**src/rtl/ffnn_pkg.sv**
```systemverilog
// ffnn_pkg: shared encodings, FSM states and
// elaboration helpers for the layer engine.
package ffnn_pkg;

  localparam logic [1:0] TERN_POS  = 2'b01;
  localparam logic [1:0] TERN_NEG  = 2'b11;
  localparam logic [1:0] TERN_ZERO = 2'b00;

  typedef enum logic [1:0] {
    IDLE,
    MAC,
    OUT
  } state_t;

  function automatic int clog2(input int n);
    int r;
    r = 0;
    while ((1 << r) < n) r++;
    return r;
  endfunction

endpackage

```
**src/rtl/ffnn_ternary_act.sv**
```systemverilog
// ffnn_ternary_act: symmetric threshold compare
// mapping a signed sum onto {+1, 0, -1}.
module ffnn_ternary_act
  import ffnn_pkg::*;
#(
  parameter int ACCW = 19,
  parameter int THR  = 1
) (
  input  logic signed [ACCW-1:0] z,
  output logic        [1:0]      y
);

  localparam logic signed [ACCW-1:0] TP = ACCW'(THR);
  localparam logic signed [ACCW-1:0] TN = -TP;

  always_comb begin
    unique case (1'b1)
      (z > TP): y = TERN_POS;
      (z < TN): y = TERN_NEG;
      default:  y = TERN_ZERO;
    endcase
  end

endmodule

```
**src/rtl/ffnn_layer_engine.sv**
```systemverilog
// ffnn_layer_engine: one fully-connected layer,
// one MAC per cycle, ternary activation per neuron.
module ffnn_layer_engine
  import ffnn_pkg::*;
#(
  parameter  int N_IN  = 4,
  parameter  int N_OUT = 6,
  parameter  int XW    = 9,
  parameter  int WW    = 8,
  parameter  int THR   = 1,
  localparam int ACCW  = XW + WW + clog2(N_IN),
  localparam int NW    = N_IN * N_OUT,
  localparam int AW    = (clog2(NW) > 0) ? clog2(NW) : 1
) (
  input  logic                    CLK,
  input  logic                    RST_N,
  input  logic                    wr_en,
  input  logic [AW-1:0]           wr_addr,
  input  logic signed [WW-1:0]    wr_data,
  output logic                    wr_err,
  input  logic                    in_valid,
  output logic                    in_ready,
  input  logic [N_IN*XW-1:0]      in_x,
  output logic                    out_valid,
  input  logic                    out_ready,
  output logic [N_OUT*2-1:0]      out_y,
  output logic                    busy
);

  localparam int PW = XW + WW;
  localparam int IW = (clog2(N_IN) > 0) ? clog2(N_IN) : 1;
  localparam int JW = (clog2(N_OUT) > 0) ? clog2(N_OUT) : 1;

  state_t state, state_nx;

  logic                       rst_done;
  logic [N_IN-1:0][XW-1:0]    x_q;
  logic signed [WW-1:0]       w_q [NW];
  logic [IW-1:0]              i_q;
  logic [JW-1:0]              j_q;
  logic [AW-1:0]              k_q;
  logic signed [ACCW-1:0]     acc_q;
  logic signed [ACCW-1:0]     z;
  logic signed [PW-1:0]       prod;
  logic [N_OUT-1:0][1:0]      y_q;
  logic [1:0]                 y_act;
  logic accept, last_i, last_j;
  logic in_range, wr_bad, wr_ok;

  assign in_range = {1'b0, wr_addr} < (AW+1)'(NW);
  assign wr_bad   = wr_en & ((state == MAC) | ~in_range);
  assign wr_ok    = wr_en & ~wr_bad;
  assign accept   = in_valid & in_ready;
  assign last_i   = (i_q == IW'(N_IN - 1));
  assign last_j   = (j_q == JW'(N_OUT - 1));

  // k_q walks the flat weight index j*N_IN+i
  assign prod = PW'($signed(x_q[i_q])) * PW'(w_q[k_q]);
  assign z    = acc_q + ACCW'(prod);
  assign out_y = y_q;

  ffnn_ternary_act #(
    .ACCW (ACCW),
    .THR  (THR)
  ) u_act (
    .z (z),
    .y (y_act)
  );

  always_ff @(posedge CLK or negedge RST_N) begin
    if (!RST_N) state <= IDLE;
    else        state <= state_nx;
  end

  always_comb begin
    state_nx = state;
    unique case (state)
      IDLE:    if (accept) state_nx = MAC;
      MAC:     if (last_i && last_j) state_nx = OUT;
      OUT:     if (out_ready) state_nx = IDLE;
      default: state_nx = IDLE;
    endcase
  end

  always_comb begin
    in_ready  = (state == IDLE) & rst_done;
    busy      = (state == MAC);
    out_valid = (state == OUT);
  end

  always_ff @(posedge CLK or negedge RST_N) begin
    if (!RST_N) begin
      rst_done <= 1'b0;
      wr_err   <= 1'b0;
      x_q      <= '0;
      i_q      <= '0;
      j_q      <= '0;
      k_q      <= '0;
      acc_q    <= '0;
      y_q      <= '0;
      for (int n = 0; n < NW; n++) w_q[n] <= '0;
    end else begin
      rst_done <= 1'b1;
      wr_err   <= wr_bad;
      if (wr_ok) w_q[wr_addr] <= wr_data;
      if (state == IDLE && accept) begin
        x_q   <= in_x;
        i_q   <= '0;
        j_q   <= '0;
        k_q   <= '0;
        acc_q <= '0;
      end else if (state == MAC) begin
        k_q <= k_q + 1'b1;
        if (last_i) begin
          y_q[j_q] <= y_act;
          acc_q    <= '0;
          i_q      <= '0;
          j_q      <= last_j ? '0 : j_q + 1'b1;
        end else begin
          acc_q <= z;
          i_q   <= i_q + 1'b1;
        end
      end
    end
  end

endmodule
```
**config.mk**
```make
export PLATFORM = sky130hd
export DESIGN_NAME = ffnn_layer_engine
export DESIGN_NICKNAME = d
export VERILOG_FILES = /design/src/rtl/ffnn_pkg.sv /design/src/rtl/ffnn_ternary_act.sv /design/src/rtl/ffnn_layer_engine.sv
export SDC_FILE = /design/constraint.sdc
export NUM_CORES = 1
export LEC_CHECK = 0
export CAP_MARGIN = 20
export CORE_ASPECT_RATIO = 1.4
export CORE_MARGIN = 5
export CORE_UTILIZATION = 35
export DETAILED_ROUTE_END_ITERATION = 16
export GPL_TIMING_DRIVEN = 0
export SKIP_LAST_GASP = 1
export SLEW_MARGIN = 20
export SYNTH_ARGS = -nofsm -noshare
export SYNTH_HDL_FRONTEND = slang
export SYNTH_SLANG_ARGS = --single-unit
```
**constraint.sdc**
```tcl
create_clock -name CLK -period 23 [get_ports CLK]
set_clock_uncertainty 0.05 [all_clocks]
set_input_delay 3.45 -clock CLK [delete_from_list [all_inputs] [get_ports CLK]]
set_output_delay 3.45 -clock CLK [all_outputs]
set_load 0.02 [all_outputs]
```
==> results_dict.tcl <==
set metrics [dict create \
    status "completed" \
    dpl.hpwl_mm 29.7 \
    fin_area_um2 18400 \
    dieArea_um2 49900 \
    holdBufCountCts 0 \
    drive_gt1_frac 0.282 \
    synth.area.top_cells "dfrtp_1, mux2_2, fa_1" \
    start_kind "flip-flop" \
    via_per_inst 5.03 \
    crit_start "k_q[1]$_DFFE_PN0P_" \
    regArea_um2 6830 \
    fin_crit_sh 0.405 \
    syn_area_um2 15900 \
    synth_async_sr_flop_share 1.00 \
    synth_top_flop_cell "dfrtp_1" \
    place_ws_ns 13.40 \
    path_cells "clkbuf_1 -> buf_1 -> buf_1 -> mux4_2 -> mux2i_1 -> nor2_1 -> a21oi_1 -> inv_1 -> nand2_1 -> fa_1 -> fa_1 -> inv_1 -> fa_1 -> fa_1 -> fa_1 -> ha_1 -> o31ai_2 -> a21oi_1 -> o311ai_0 -> nand2_1 -> or4_4 -> mux2i_2 -> mux2i_1" \
    synth-seq-cells 273 \
    die_h_um 262 \
    finalHoldViolations 0 \
    post_cts_buffers 0 \
    start_util 0.353 \
    rows 92 \
    grt_max_degree 97 \
    drt_first_pass_iters 4 \
    dpl_cell_area_um2 17500 \
    fill_cells 4229 \
    numClockSinks 273 \
    place_inst 1908 \
    synth.avg_cell_area_um2 13.0 \
    postSynthCellCount 1225 \
    crit_fanout 10 \
    syn_to_final_growth_pct 15.5 \
    finalCriticalPeriod_ns 9.32 \
    yosysMostFrequentCell "dfrtp_1" \
    synth_edf_count 0 \
    synth.distinct_cells 66 \
    r2r-start "k_q[1]$_DFFE_PN0P_" \
    insertion_delay_ns 0.55 \
    core_area_um2 45000 \
    worst_setup_path_end_kind "flip-flop" \
    worstPathRequired_ns 23.35 \
    yosys-top-cells-count "dfrtp_1, mux2_2, inv_1" \
    finalSetupTns_ns 0 \
    stdcell_count 1958 \
    maxSlewHeadroom 0.278 \
    hp-start "acc_q[5]$_DFFE_PN0P_" \
    cp_slowest_cell "a21oi_1" \
    ctsResizeCount 0 \
    synth_nets 1412 \
    cts.htree.levels 1 \
    grt_overflow 0 \
    clk_pin_slew_ns 0.06 \
    multiInputGateArea_um2 8510 \
    fin_nets 1515 \
    cp.arrival_ns 9.67 \
    wl_mm 39.2 \
    worst_path_most_repeated_cell "fa_1" \
    drc_errors 0 \
    tightest_slew_ns 1.08 \
    io_pins 70 \
    rsz0062_at_grt "false" \
    gp_congestion 0.831 \
    drv_slew 0 \
    grtUsageTotal 0.160 \
    drtIter0Drc 303 \
    yosys.area.top_type "dfrtp_1" \
    wl_per_cell_um 20.0 \
    cts_buffers 29 \
    worst-setup-path-type "flip-flop to flip-flop" \
    fmax_ghz 0.107 \
    ys_warn_count 0 \
    portBuffers 66 \
    grt_pass1_wl_mm 63.2 \
    cts-root-buf "clkbuf_16" \
    seq_area_frac_synth 0.430 \
    cpPeakStageDelay_ns 0.79 \
    synth.top_cell.area_share 0.430 \
    cap_violations 0 \
    die_w_um 190 \
    finalWorstSetupSlack_ns 13.68 \
    hp-class "flip-flop to flip-flop" \
    cts_tree "built" \
    setup-violations-final 0 \
    clock_path_buffers 3 \
    detail-route-antenna-nets 0 \
    grt_pass1_vias 11196 \
    antenna_found_initial 1 \
    vias 9842 \
]
[through the flow]
step,util,hold slack [ns]
3_5_place_dp,0.388,0.424
4_1_cts,0.408,0.437
6_report,0.408,0.432
3_3_place_gp,0.385,0.419
2_1_floorplan,-,0.400
5_1_grt,0.408,0.457
[worst max-delay path: cells and delay by family (launching register included)]
family	cells	cell delay, ns
simple gates	4	0.85
mux	4	1.07
fa+ha+maj	6	2.85
buf+inv	5	1.80
compound gates	4	2.17
flops	1	0.37
[sequential cells by signal (all words and copies together), names as in the netlist]
| register | count |
|---|---|
| w_q | 192 |
| x_q | 36 |
| acc_q | 19 |
| out_y | 12 |
| k_q | 5 |
| j_q | 3 |
| i_q | 2 |
| state | 2 |
| rst_done | 1 |
| wr_err | 1 |
[routing by layer]
| metal | vias to the layer above | share of wire | GRT usage |
|---|---|---|---|
| met5 | - | 0 | 0 |
| met1 | 5159 | 0.40 | 0.191 |
| met2 | 128 | 0.55 | 0.300 |
| met3 | 58 | 0.029 | 0.0178 |
| li1 | 4497 | - | - |
| met4 | 0 | 0.026 | 0.0456 |
[cell families after synthesis]
kind of cell / Yosys count / share of synthesized area
flops: 273 / 0.430
mux: 319 / 0.266
compound gates: 102 / 0.0441
buf+inv: 151 / 0.0374
other cells: 1 / 0.000236
fa+ha+maj: 133 / 0.146
xor+xnor: 19 / 0.0105
simple gates: 227 / 0.0666
[path summary, 6_finish.rpt]
kind	end	slack, ns	cells past startpoint
max	out_y[2]$_DFFE_PN0P_	13.68	23
min	acc_q[5]$_DFFE_PN0P_	0.43	2
max reg2reg	out_y[2]$_DFFE_PN0P_	13.68	23
min reg2reg	acc_q[5]$_DFFE_PN0P_	0.43	2
max in group asynchronous	x_q[21]$_DFFE_PN0P_	18.66	4
min in group asynchronous	w_q[134]$_DFFE_PN0P_	2.76	1
[placed cells by master (no fill, tap or decap), drive strengths merged, types with 20 or more instances in the layout]
master / synthesis / layout
nand2: 59 / 59
buf: 16 / 23
fa: 87 / 87
clkbuf: 41 / 81
nor2: 90 / 90
mux4: 58 / 58
mux2: 241 / 241
clkdlybuf4s50: 0 / 65
inv: 94 / 94
o21ai: 29 / 29
dfrtp: 273 / 273
mux2i: 20 / 20
ha: 46 / 46
[cell type report]
cell class | count | share of cell area
clock inverters | 9 | 0.00579
plain buffers | 57 | 0.0132
multi-input cells | 801 | 0.463
repair buffers | 72 | 0.0419
flip-flops and latches | 273 | 0.372
inverters | 94 | 0.0192
well taps | 611 | 0.0416
clock buffers | 40 | 0.0434
diodes | 1 | 0.000136
Power is not shown: default switching activity piles up to over one toggle a cycle in this logic, so the estimate is an artifact.
==> RTL change 1: new RTL, same flow settings <==
Set the parameter `N_IN` to 2 (it was 4).
--- a/src/rtl/ffnn_layer_engine.sv
+++ b/src/rtl/ffnn_layer_engine.sv
@@ -4,5 +4,5 @@
   import ffnn_pkg::*;
 #(
-  parameter  int N_IN  = 4,
+  parameter  int N_IN  = 2,
   parameter  int N_OUT = 6,
   parameter  int XW    = 9,
Ports: changed (resized in_x and wr_addr); port bits go from 70 to 51. The function was not compared with the original's and may differ.
==> RTL change 1 against the unedited design <==
- setup slack better by 770 ps
- sequential share of layout area is 4.5 points lower
- synthesized cell count is 30% lower
- sequential cell count is 117 lower
- via count is 32% lower
- synthesized area is 35% lower
- routed wire length is 37% lower
- final area is 35% lower
- critical path depth stayed put
Power is not shown: default switching activity piles up to over one toggle a cycle in this logic, so the estimate is an artifact.
==> RTL change 1: results (changes against the unedited design) <==
| Metric | Value |
|---|---|
| CP top delay family | adder cells |
| # diodes | 0 (-1) |
| IO buf count | 48 (-27%) |
| Status | complete, no violations |
| Top post-synthesis cells by area | dfrtp_1, fa_1, mux2_2, mux4_2, ha_1 |
| Netlist cell types | 58 (-12%) |
| Largest net degree at the start of global routing | 92 (-5.2%) |
| Placed Cells | 1290 (-32%) |
| GRT Overall Usage | 15.8% (-0.20 points) |
| Post-Route WL | 24.5 mm (-37%) |
| Placed Area | 0.0114 mm^2 (-35%) |
| Post-Syn Nets | 1021 (-28%) |
| Max incr delay on CP | 670 ps (-120 ps) |
| First-iteration detailed-routing DRC count | 276 (-8.9%) |
| Clock Path Buffers | 2 (-1) |
| Initial antenna violation count | 0 (-1) |
| Biggest regs | w_q (96), acc_q (18), x_q (18) |
| Detailed Routing Iterations Pass 1 | 5 (+1) |
| CTS clk-pin slew, worst paths | 60 ps (about the same) |
| Final Wtd Congestion | 0.840 (+1.1%) |
| Final net count | 1089 (-28%) |
| Worst reg-to-reg path cell count | 23 (unchanged) |
| CP arrival | 8770 ps (-900 ps) |
| Slew HR | 31.6% (+3.9 points) |
| Number of vias per cell | 5.06 (+0.68%) |
| Cell count after synthesis | 861 (-30%) |
| TritonCTS Buffers | 17 (-41%) |
| Synth top cells by count | dfrtp_1, mux2_2, inv_1 |
| Setup WS pre-CTS | 14390 ps (+995 ps) |
| Layout cells sized above 1 | 21.9% (-6.3 points) |
| Number of global-route vias before repair | 7430 (-34%) |
| H-tree levels | 4 (+3) |
| Non-filler instance count after layout | 1322 (-32%) |
| Clock root cell | clkbuf_16 |
| Clk Latency, worst-skew pair | 430 ps (-120 ps) |
| Sequential fraction of the synthesis area | 37.6% (-5.4 points) |
| Setup repair bufs after CTS | 0 (unchanged) |
| First-pass GRT wire length | 40.3 mm (-36%) |
| Hold Crit Depth | 2 (unchanged) |
| Detailed placement HPWL | 19.0 mm (-36%) |
| Worst hold path class | reg -> reg |
| Fin crit share | 37.2% (-3.3 points) |
| Post-CTS Resized | 0 (unchanged) |
## RTL change 1: layout make-up
class	count	area, um^2
Inverter	85	319
Fill cell	2854	17300
Clock buffer	17	425
Sequential cell	156	3900
Tap cell	380	475
Buffer	32	136
Clock inverter	15	154
Timing Repair Buffer	49	513
Multi-Input combinational cell	588	6030
## RTL change 1: cells by family (layout without fill, tap and decap cells)
| logic type | Yosys count | count (layout) | share of synthesized area (%) |
|---|---|---|---|
| other cells | 1 | 1 | 0.0361 |
| xor+xnor | 16 | 16 | 1.35 |
| compound gates | 84 | 84 | 5.65 |
| flops | 156 | 156 | 37.6 |
| fa+ha+maj | 125 | 125 | 21.1 |
| buf+inv | 117 | 198 | 4.38 |
| simple gates | 193 | 193 | 9.26 |
| mux | 169 | 169 | 20.7 |
## RTL change 1: final timing paths
kind / end / slack, ps / start
max reg2reg: out_y[2] / 14450 / k_q[1]
max: out_y[2] / 14450 / k_q[1]
min reg2reg: out_y[4] / 440 / out_y[4]
min: out_y[4] / 440 / out_y[4]
max in group asynchronous: w_q[61] / 19130 / RST_N
min in group asynchronous: w_q[86] / 2930 / RST_N
## RTL change 1: worst min-delay path: stages, from the launching register on
cell,delay (ps)
dfrtp_1,350
nand2_1,50
o21ai_0,60
## RTL change 1: through the flow
step / utilization (%) / hold slack (ps)
3_3_place_gp: 38.8 / 422
2_1_floorplan: - / 400
4_1_cts: 40.9 / 445
6_report: 40.9 / 436
3_5_place_dp: 38.9 / 429
5_1_grt: 40.9 / 456
## RTL change 1: per-layer routing
metal,track usage (%),share of wire [%],vias to the layer above
li1,-,-,3105
met1,18.3,39,3451
met2,29.5,56,97
met3,2.42,2.2,37
met4,5.41,2.7,0
met5,0,0,-
==> RTL change 2: new RTL, config.mk and constraints unchanged <==
Made on the original files. Make the reset (`RST_N`) synchronous in 2 clocked blocks.
--- a/src/rtl/ffnn_layer_engine.sv
+++ b/src/rtl/ffnn_layer_engine.sv
@@ -68,5 +68,5 @@
   );
 
-  always_ff @(posedge CLK or negedge RST_N) begin
+  always_ff @(posedge CLK) begin
     if (!RST_N) state <= IDLE;
     else        state <= state_nx;
@@ -89,5 +89,5 @@
   end
 
-  always_ff @(posedge CLK or negedge RST_N) begin
+  always_ff @(posedge CLK) begin
     if (!RST_N) begin
       rst_done <= 1'b0;
Behaviour: differs if RST_N is asserted again (counterexample within 4 cycles, from zero or initial values and one cycle with RST_N low); with RST_N held inactive, the same outputs for 4 cycles.
==> RTL change 2 against the unedited design <==
- sequential cell count rose by 69
- count of clock-buffer cells in the layout up 8
- routed wire length up 19%
- synthesized area up 16%
- critical endpoint is now out_y[2]
- non-clock buffer count up 32
- maximum frequency up 7.8%
- setup slack improved by 670 ps
- sequential share of layout area up 6.3 points
- final area up 18%
==> RTL change 2: results (changes against the unedited design) <==
| Metric | Value |
|---|---|
| # diodes | 0 (-1) |
| Status | complete, no violations |
| Wire length on met2 | 26.3 mm (+22%) |
| IO buf count | 69 (+4.5%) |
| Largest net degree at the start of global routing | 15 (-85%) |
| Hold Path End | x_q[18] |
| Placed Cells | 2276 (+19%) |
| Number of vias per cell | 4.90 (-2.6%) |
| Hold WS | 416 ps (-16.8 ps) |
| Max incr delay on CP | 710 ps (-80 ps) |
| First-iteration detailed-routing DRC count | 743 (+150%) |
| Detailed placement HPWL | 35.8 mm (+21%) |
| Detailed Routing Iterations Pass 1 | 5 (+1) |
| Final Wtd Congestion | 0.859 (+3.4%) |
| Met1 WL | 17.0 mm (+9.2%) |
| Fillers | 4942 (+17%) |
| GRT Overall Usage | 16.5% (+0.51 points) |
| Slowest-stage cell, CP | buf_1 |
| Layout cells sized above 1 | 12.3% (-16 points) |
| Number of global-route vias before repair | 12.3k (+9.9%) |
| WL met3 | 1.86 mm (+65%) |
| Fin crit share | 37.6% (-2.9 points) |
| Post-Route WL | 46.6 mm (+19%) |
| CP arrival | 9000 ps (-670 ps) |
| Sequential fraction of the synthesis area | 50.8% (+7.8 points) |
| Worst hold path startpoint | x_q[18] |
==> RTL change 2: kinds of logic (layout without fill, tap and decap cells) <==
logic type | count (synthesis) | after routing | synth area share (%)
compound gates | 141 | 141 | 5.32
xor+xnor | 24 | 24 | 1.13
fa+ha+maj | 133 | 133 | 12.5
buf+inv | 166 | 320 | 3.53
flops | 342 | 342 | 50.8
mux | 105 | 105 | 12.1
other cells | 1 | 64 | 0.0202
simple gates | 507 | 507 | 14.6
==> RTL change 2: area by class of cell <==
class                           instances  share of cell area (%)
Buffer                                 74                    1.43
Clock buffer                           48                    4.58
Clock inverter                         19                   0.781
Inverter                               92                    1.60
Multi-Input combinational cell        974                    40.2
Sequential cell                       342                    43.5
Tap cell                              707                    4.09
Timing Repair Buffer                   87                    3.82
==> RTL change 2: worst max path at each step <==
stage	startpoint	end	cells after the start
6_report	flip-flop	out_y[2]	21
5_1_grt	flip-flop	out_y[2]	20
4_1_cts	flip-flop	out_y[2]	21
3_5_place_dp	flip-flop	out_y[8]	21
3_3_place_gp	flip-flop	out_y[2]	21
2_1_floorplan	flip-flop	out_y[2]	21
==> RTL change 2: worst register-to-register path: stages (launching register included) <==
cell and delay (ps):
dfxtp_1 300, clkbuf_1 510, buf_1 710, mux4_2 460, mux4_2 530, mux2i_4 450
or2_2 230, fa_1 410, fa_1 550, inv_1 60, fa_1 520, fa_1 540
fa_1 530, ha_1 270, or2_1 300, o21a_1 230, o311ai_1 610, o21ai_0 230
and4bb_2 380, a41oi_4 210, a21oi_4 280, o22ai_1 130
==> RTL change 2: metal layers <==
layer / GRT usage [%] / vias to the layer above
met5: 0 / -
met4: 5.57 / 0
met3: 2.25 / 90
met2: 32.3 / 265
met1: 18.1 / 5825
li1: - / 5291
